[config.mk]
export PLATFORM = sky130hd
export DESIGN_NAME = wb_host_master
export DESIGN_NICKNAME = d
export VERILOG_FILES = /design/src/rtl/wb_host_pkg.sv /design/src/rtl/wb_host_timer.sv /design/src/rtl/wb_host_master.sv
export SDC_FILE = /design/constraint.sdc
export NUM_CORES = 1
export LEC_CHECK = 0
export ABC_AREA = 0
export CAP_MARGIN = 20
export CORE_UTILIZATION = 38
export CTS_CLUSTER_SIZE = 12
export DETAILED_ROUTE_END_ITERATION = 10
export PLACE_DENSITY = 0.82
export REMOVE_ABC_BUFFERS = 1
export SYNTH_ARGS = -nofsm -noshare
export SYNTH_HDL_FRONTEND = slang
export SYNTH_SLANG_ARGS = --single-unit
[constraint.sdc]
create_clock -name wb_clk_i -period 1.2 [get_ports wb_clk_i]
set_input_delay 0.12 -clock wb_clk_i [delete_from_list [all_inputs] [get_ports wb_clk_i]]
set_output_delay 0.12 -clock wb_clk_i [all_outputs]
set_load 0.02 [all_outputs]
[src/rtl/wb_host_pkg.sv]
// Shared types for the single-outstanding Wishbone classic host: FSM states,
// command register layout, bus widths and timeout counter width.
package wb_host_pkg;

  localparam int WB_AW   = 32;
  localparam int WB_DW   = 32;
  localparam int WB_SELW = 4;
  localparam int TMO_CW  = 16;

  typedef enum logic [1:0] {
    IDLE = 2'd0,
    BUS  = 2'd1,
    RESP = 2'd2
  } state_t;

  typedef struct packed {
    logic               we;
    logic [WB_AW-1:0]   adr;
    logic [WB_DW-1:0]   dat;
    logic [WB_SELW-1:0] sel;
  } cmd_t;

endpackage

[src/rtl/wb_host_timer.sv]
// Bus-cycle watchdog: counts stalled cycles from a clear, flags expiry when the
// count reaches LIMIT-1 (combinational), 1-cycle update, no backpressure.
module wb_host_timer
  import wb_host_pkg::*;
#(
  parameter int LIMIT = 255
) (
  input  logic clk,
  input  logic rst,
  input  logic clear,
  input  logic enable,
  output logic expired
);

  logic [TMO_CW-1:0] cnt_q;

  always_ff @(posedge clk) begin
    if (rst || clear) begin
      cnt_q <= '0;
    end else if (enable) begin
      cnt_q <= cnt_q + 1'b1;
    end
  end

  assign expired = (cnt_q == TMO_CW'(LIMIT - 1));

endmodule

[src/rtl/wb_host_master.sv]
// Single-outstanding Wishbone classic initiator: cmd -> one bus cycle -> rsp, min 2-cycle latency,
// rsp held until rsp_ready_i with cmd_ready_o low; WB_HOST_MASTER_TIMEOUT_EN adds an ack timeout.
module wb_host_master
  import wb_host_pkg::*;
#(
  parameter int TIMEOUT_CYCLES = 255
) (
  input  logic               wb_clk_i,
  input  logic               wb_rst_i,
  input  logic               cmd_valid_i,
  output logic               cmd_ready_o,
  input  logic               cmd_we_i,
  input  logic [WB_AW-1:0]   cmd_adr_i,
  input  logic [WB_DW-1:0]   cmd_dat_i,
  input  logic [WB_SELW-1:0] cmd_sel_i,
  output logic               rsp_valid_o,
  input  logic               rsp_ready_i,
  output logic [WB_DW-1:0]   rsp_dat_o,
  output logic               rsp_err_o,
  output logic               wbm_cyc_o,
  output logic               wbm_stb_o,
  output logic               wbm_we_o,
  output logic [WB_SELW-1:0] wbm_sel_o,
  output logic [WB_AW-1:0]   wbm_adr_o,
  output logic [WB_DW-1:0]   wbm_dat_o,
  input  logic               wbm_ack_i,
  input  logic [WB_DW-1:0]   wbm_dat_i
);

  if (TIMEOUT_CYCLES < 1 || TIMEOUT_CYCLES > 65535) begin : g_bad_timeout
    $error("wb_host_master: TIMEOUT_CYCLES must be within 1..65535");
  end

  state_t           state_q, state_d;
  cmd_t             cmd_q;
  logic [WB_DW-1:0] rsp_dat_q;
  logic             accept;
  logic             bus_ack;
  logic             tmo_hit;

  assign accept  = (state_q == IDLE) && cmd_valid_i;
  assign bus_ack = (state_q == BUS) && wbm_ack_i;

`ifdef WB_HOST_MASTER_TIMEOUT_EN
  logic tmo_expired;
  logic rsp_err_q;

  wb_host_timer #(
    .LIMIT (TIMEOUT_CYCLES)
  ) u_timer (
    .clk     (wb_clk_i),
    .rst     (wb_rst_i),
    .clear   (accept),
    .enable  ((state_q == BUS) && !wbm_ack_i),
    .expired (tmo_expired)
  );

  // An ack in the expiry cycle takes priority over the abort.
  assign tmo_hit = (state_q == BUS) && !wbm_ack_i && tmo_expired;

  always_ff @(posedge wb_clk_i) begin
    if (wb_rst_i) begin
      rsp_err_q <= 1'b0;
    end else if (bus_ack) begin
      rsp_err_q <= 1'b0;
    end else if (tmo_hit) begin
      rsp_err_q <= 1'b1;
    end
  end

  assign rsp_err_o = rsp_err_q;
`else
  assign tmo_hit   = 1'b0;
  assign rsp_err_o = 1'b0;
`endif

  always_comb begin
    state_d = state_q;
    case (state_q)
      IDLE:    if (cmd_valid_i)           state_d = BUS;
      BUS:     if (wbm_ack_i || tmo_hit)  state_d = RESP;
      RESP:    if (rsp_ready_i)           state_d = IDLE;
      default:                            state_d = IDLE;
    endcase
  end

  always_ff @(posedge wb_clk_i) begin
    if (wb_rst_i) begin
      state_q   <= IDLE;
      cmd_q     <= '0;
      rsp_dat_q <= '0;
    end else begin
      state_q <= state_d;
      if (accept) begin
        cmd_q <= '{we: cmd_we_i, adr: cmd_adr_i, dat: cmd_dat_i, sel: cmd_sel_i};
      end
      if (bus_ack) begin
        rsp_dat_q <= cmd_q.we ? '0 : wbm_dat_i;
      end else if (tmo_hit) begin
        rsp_dat_q <= '0;
      end
    end
  end

  assign cmd_ready_o = (state_q == IDLE);
  assign rsp_valid_o = (state_q == RESP);
  assign rsp_dat_o   = rsp_dat_q;

  assign wbm_cyc_o = (state_q == BUS);
  assign wbm_stb_o = (state_q == BUS);
  assign wbm_we_o  = cmd_q.we;
  assign wbm_sel_o = cmd_q.sel;
  assign wbm_adr_o = cmd_q.adr;
  assign wbm_dat_o = cmd_q.dat;

endmodule

==> flow_metrics.py, run 1 <==
metrics = {
    "hold_path": {
        "min_path_type": "primary input to flip-flop",
    },
    "clock_network": {
        "cts_clk_pin_slew_worst_paths_ns": 0.07,
        "tritoncts_clock_tree": "yes",
        "clock_latency_reported_for_the_late_side_of_the_worst_skew_pair_ns": 0.34,
        "tritoncts_num_sinks": 103,
        "ctsHtreeMaxLevel": 3,
        "cts_made_buffers": 9,
        "clock_path_buffers": 2,
        "cts_root_buf": "sky130_fd_sc_hd__clkbuf_16",
        "cts_hold_buffers": 0,
    },
    "routing": {
        "avgRoutedWirePerCell_um": 14.5,
        "vias": 3856,
        "post-route-drc-count": 0,
        "totalWireLength_mm": 12.2,
        "drt_pre_antenna_iters": 4,
        "vias_per_cell": 4.57,
        "drt_first_iter_violations": 156,
        "postRouteAntennaNets": 0,
    },
    "sta": {
        "finalSetupViolations": 82,
        "finalHoldViolations": 0,
        "worst_hold_margin_ns": 0.126,
        "share_of_the_clock_period_used_by_the_worst_path_after_layout": 1.11,
        "rsz0062_at_grt": "yes",
        "fin_ws_ns": -0.128,
        "setup_tns_ns": -5.41,
        "maxSlewViolCount": 0,
        "top_achievable_clock_speed_mhz": 753,
        "period_needed_ns": 1.33,
        "worst_setup_skew_after_layout_ns": 0.00637,
    },
    "synth": {
        "instance_count_of_the_mapped_netlist": 455,
        "synth_area_leaders": "sky130_fd_sc_hd__dfxtp_1 (44%), sky130_fd_sc_hd__nand2b_1 (22%), sky130_fd_sc_hd__mux2i_1 (21%), sky130_fd_sc_hd__or3b_1 (5.9%), sky130_fd_sc_hd__buf_6 (2.6%)",
        "syn_area_per_cell_um2": 10.4,
        "netlist.top_cell.by_area": "sky130_fd_sc_hd__dfxtp_1",
        "mappedNetlistArea_mm2": 0.00473,
        "postSynthRegisterBits": 103,
        "yosysSeqAreaShare": 0.436,
        "unique_masters_post_synth": 14,
        "number_of_synthesis_warnings": 0,
        "netlist.area_leader.share": 0.436,
    },
    "die": {
        "die_area_mm2": 0.0129,
        "design.portCount": 212,
        "standard_cell_core_area_mm2": 0.0121,
        "die_w_um": 114,
        "chipHeight_um": 114,
        "start_util": 0.392,
        "placement_rows": 40,
    },
    "worst_setup_path": {
        "critical_path.max_fanout": 11,
        "timing.critical_path.buf_inv": 2,
        "endpoint_type_of_the_worst_setup_path": "flip-flop",
        "cp_arrival_ns": 1.58,
        "worst_path_dominant_cell_family": "flip-flops",
        "path_cells": "buf_6, and3b_2, buf_12, mux2i_1",
        "timing.critical_path.required_ns": 1.46,
        "path_class": "flip-flop to flip-flop",
        "critical_path.max_stage_delay_ns": 0.37,
        "cp-start-kind": "flip-flop",
        "slowest_stage": "sky130_fd_sc_hd__dfxtp_4",
    },
    "outcome": {
        "run_status": "finished with violations",
        "violated_checks": "negative setup slack",
    },
    "cells_and_area": {
        "antenna-diode-count": 0,
        "design.final.nets": 776,
        "layout-drive-gt1-share": 0.0948,
        "final_instance_area_mm2": 0.00754,
        "flow.area_growth_from_synthesis_pct": 59.3,
    },
    "global_route": {
        "grt_pass1_vias": 4041,
        "grt_first_pass_wirelength_mm": 19.3,
        "grt-ovfl-total": 0,
        "grt_antenna_before_repair": 0,
        "global_route.usage.total": 0.188,
        "grt_start_max_net_pins": 82,
    },
    "pwr": {
        "worst_ir_drop_vdd_mv": 0.635,
        "static-leakage-power_nw": 3.32,
        "cellPowerDensity_mw_per_mm2": 1220,
    },
    "job": {
        "cap_violations": 0,
    },
    "place": {
        "place_area_mm2": 0.00706,
        "finalWeightedCongestion": 0.760,
        "numPortBuffers": 210,
        "post-dp-hpwl_mm": 8.52,
    },
}
==> kinds of logic (layout without fill, tap and decap cells) <==
logic type	Yosys count	in the layout	share of synthesized area
buf+inv	39	259	0.0513
mux	101	101	0.214
simple gates	209	209	0.294
compound gates	2	2	0.00423
flops	103	103	0.436
other cells	1	1	0.000793
==> area by class of cell <==
cell class	count	area, um2
clock buffer	10	229
fill	1030	4520
sequential	103	2070
clock inverter	6	133
timing repair buffer	243	2440
multi-input combinational	313	2450
tap	168	210
==> cells in the final DEF, fill, tap and decap left out <==
cell	instances
sky130_fd_sc_hd__clkbuf_1	1
sky130_fd_sc_hd__clkdlybuf4s15_2	1
sky130_fd_sc_hd__nand2b_1	170
sky130_fd_sc_hd__dfxtp_2	1
sky130_fd_sc_hd__clkdlybuf4s15_1	6
sky130_fd_sc_hd__mux2i_2	1
sky130_fd_sc_hd__buf_6	8
sky130_fd_sc_hd__clkbuf_16	10
sky130_fd_sc_hd__clkinv_2	1
sky130_fd_sc_hd__clkdlybuf4s50_1	104
sky130_fd_sc_hd__nor3b_1	2
sky130_fd_sc_hd__dlygate4sd2_1	94
sky130_fd_sc_hd__dfxtp_4	2
sky130_fd_sc_hd__nor2b_2	1
sky130_fd_sc_hd__and3b_2	1
sky130_fd_sc_hd__nor3b_4	1
sky130_fd_sc_hd__bufinv_16	4
sky130_fd_sc_hd__mux2i_1	100
sky130_fd_sc_hd__nor2b_1	1
sky130_fd_sc_hd__nor2_4	1
sky130_fd_sc_hd__conb_1	1
sky130_fd_sc_hd__clkinvlp_4	1
sky130_fd_sc_hd__o21ba_2	2
sky130_fd_sc_hd__buf_4	18
sky130_fd_sc_hd__buf_12	8
sky130_fd_sc_hd__or3b_1	32
sky130_fd_sc_hd__bufbuf_16	3
sky130_fd_sc_hd__dfxtp_1	100
==> per-layer routing <==
layer | GRT usage | share of wire
met1 | 0.210 | 0.42
met5 | 0 | 0
met2 | 0.341 | 0.50
met4 | 0.0868 | 0.031
met3 | 0.0388 | 0.054
==> synthesized netlist by cell type <==
library cell,instances
sky130_fd_sc_hd__and3b_1,1
sky130_fd_sc_hd__mux2i_1,101
sky130_fd_sc_hd__nand2b_1,170
sky130_fd_sc_hd__buf_6,11
sky130_fd_sc_hd__nor2_1,1
sky130_fd_sc_hd__buf_2,2
sky130_fd_sc_hd__nor3b_1,3
sky130_fd_sc_hd__buf_4,3
sky130_fd_sc_hd__dfxtp_1,103
sky130_fd_sc_hd__conb_1,1
sky130_fd_sc_hd__o21ba_2,2
sky130_fd_sc_hd__or3b_1,32
sky130_fd_sc_hd__nor2b_1,2
sky130_fd_sc_hd__clkbuf_1,23
==> final timing paths <==
path | start | endpoint | slack (ns) | cells past startpoint
max | state_q[1] | rsp_dat_o[4] | -0.13 | 4
min | wb_rst_i | rsp_dat_o[13] | 0.13 | 3
max reg2reg | state_q[1] | rsp_dat_o[4] | -0.13 | 4
min reg2reg | wbm_adr_o[28] | wbm_adr_o[28] | 0.47 | 2
==> repair_timing <==
action                     4_1_cts  5_1_grt
hold endpoints to repair         0        0
setup buffers                    3        4
setup endpoints to repair      204      111
cloned                           3        2
gates resized for setup        132       14
==> power by group <==
part / switching (W) / internal, W
registers: 0.000116 / 0.00363
clock network: 0.00127 / 0.00225
logic: 0.000826 / 0.00108
total: 0.00221 / 0.00696
==> sequential cells by signal, summed over array words and instances, names as in the netlist <==
register	flops
wbm_we_o	1
wbm_sel_o	4
wbm_adr_o	32
wbm_dat_o	32
rsp_dat_o	32
state_q	2
==> per-stage QoR <==
stage / setup WS, ns / power [W] / utilization / instances
after global routing: -0.178 / 0.00955 / 0.625 / 843
after floorplan: -7.18 / 0.00478 / - / 416
after CTS: -0.123 / 0.00923 / 0.618 / 837
after global placement: -0.222 / 0.00570 / 0.585 / 815
final: -0.128 / 0.00917 / 0.625 / 843
after detailed placement: -0.279 / 0.00575 / 0.585 / 815
==> worst register-to-register path: cells and delay by family (launching register included) <==
family	cells	cell delay, ns
AND/OR/NAND/NOR	1	0.36
flip-flops	1	0.37
multiplexers	1	0.22
buffers and inverters	2	0.30
(Power assumes the default switching activity.)
==> inputs of run 2 (changes only) <==
--- a/config.mk
+++ b/config.mk
@@ -12,6 +12,7 @@
 export DETAILED_ROUTE_END_ITERATION = 10
 export PLACE_DENSITY = 0.82
 export REMOVE_ABC_BUFFERS = 1
+export SLEW_MARGIN = 20
 export SYNTH_ARGS = -nofsm -noshare
 export SYNTH_HDL_FRONTEND = slang
 export SYNTH_SLANG_ARGS = --single-unit
==> results of run 2 <==
Final layout, timing and power as in run 1 (identical DEF).
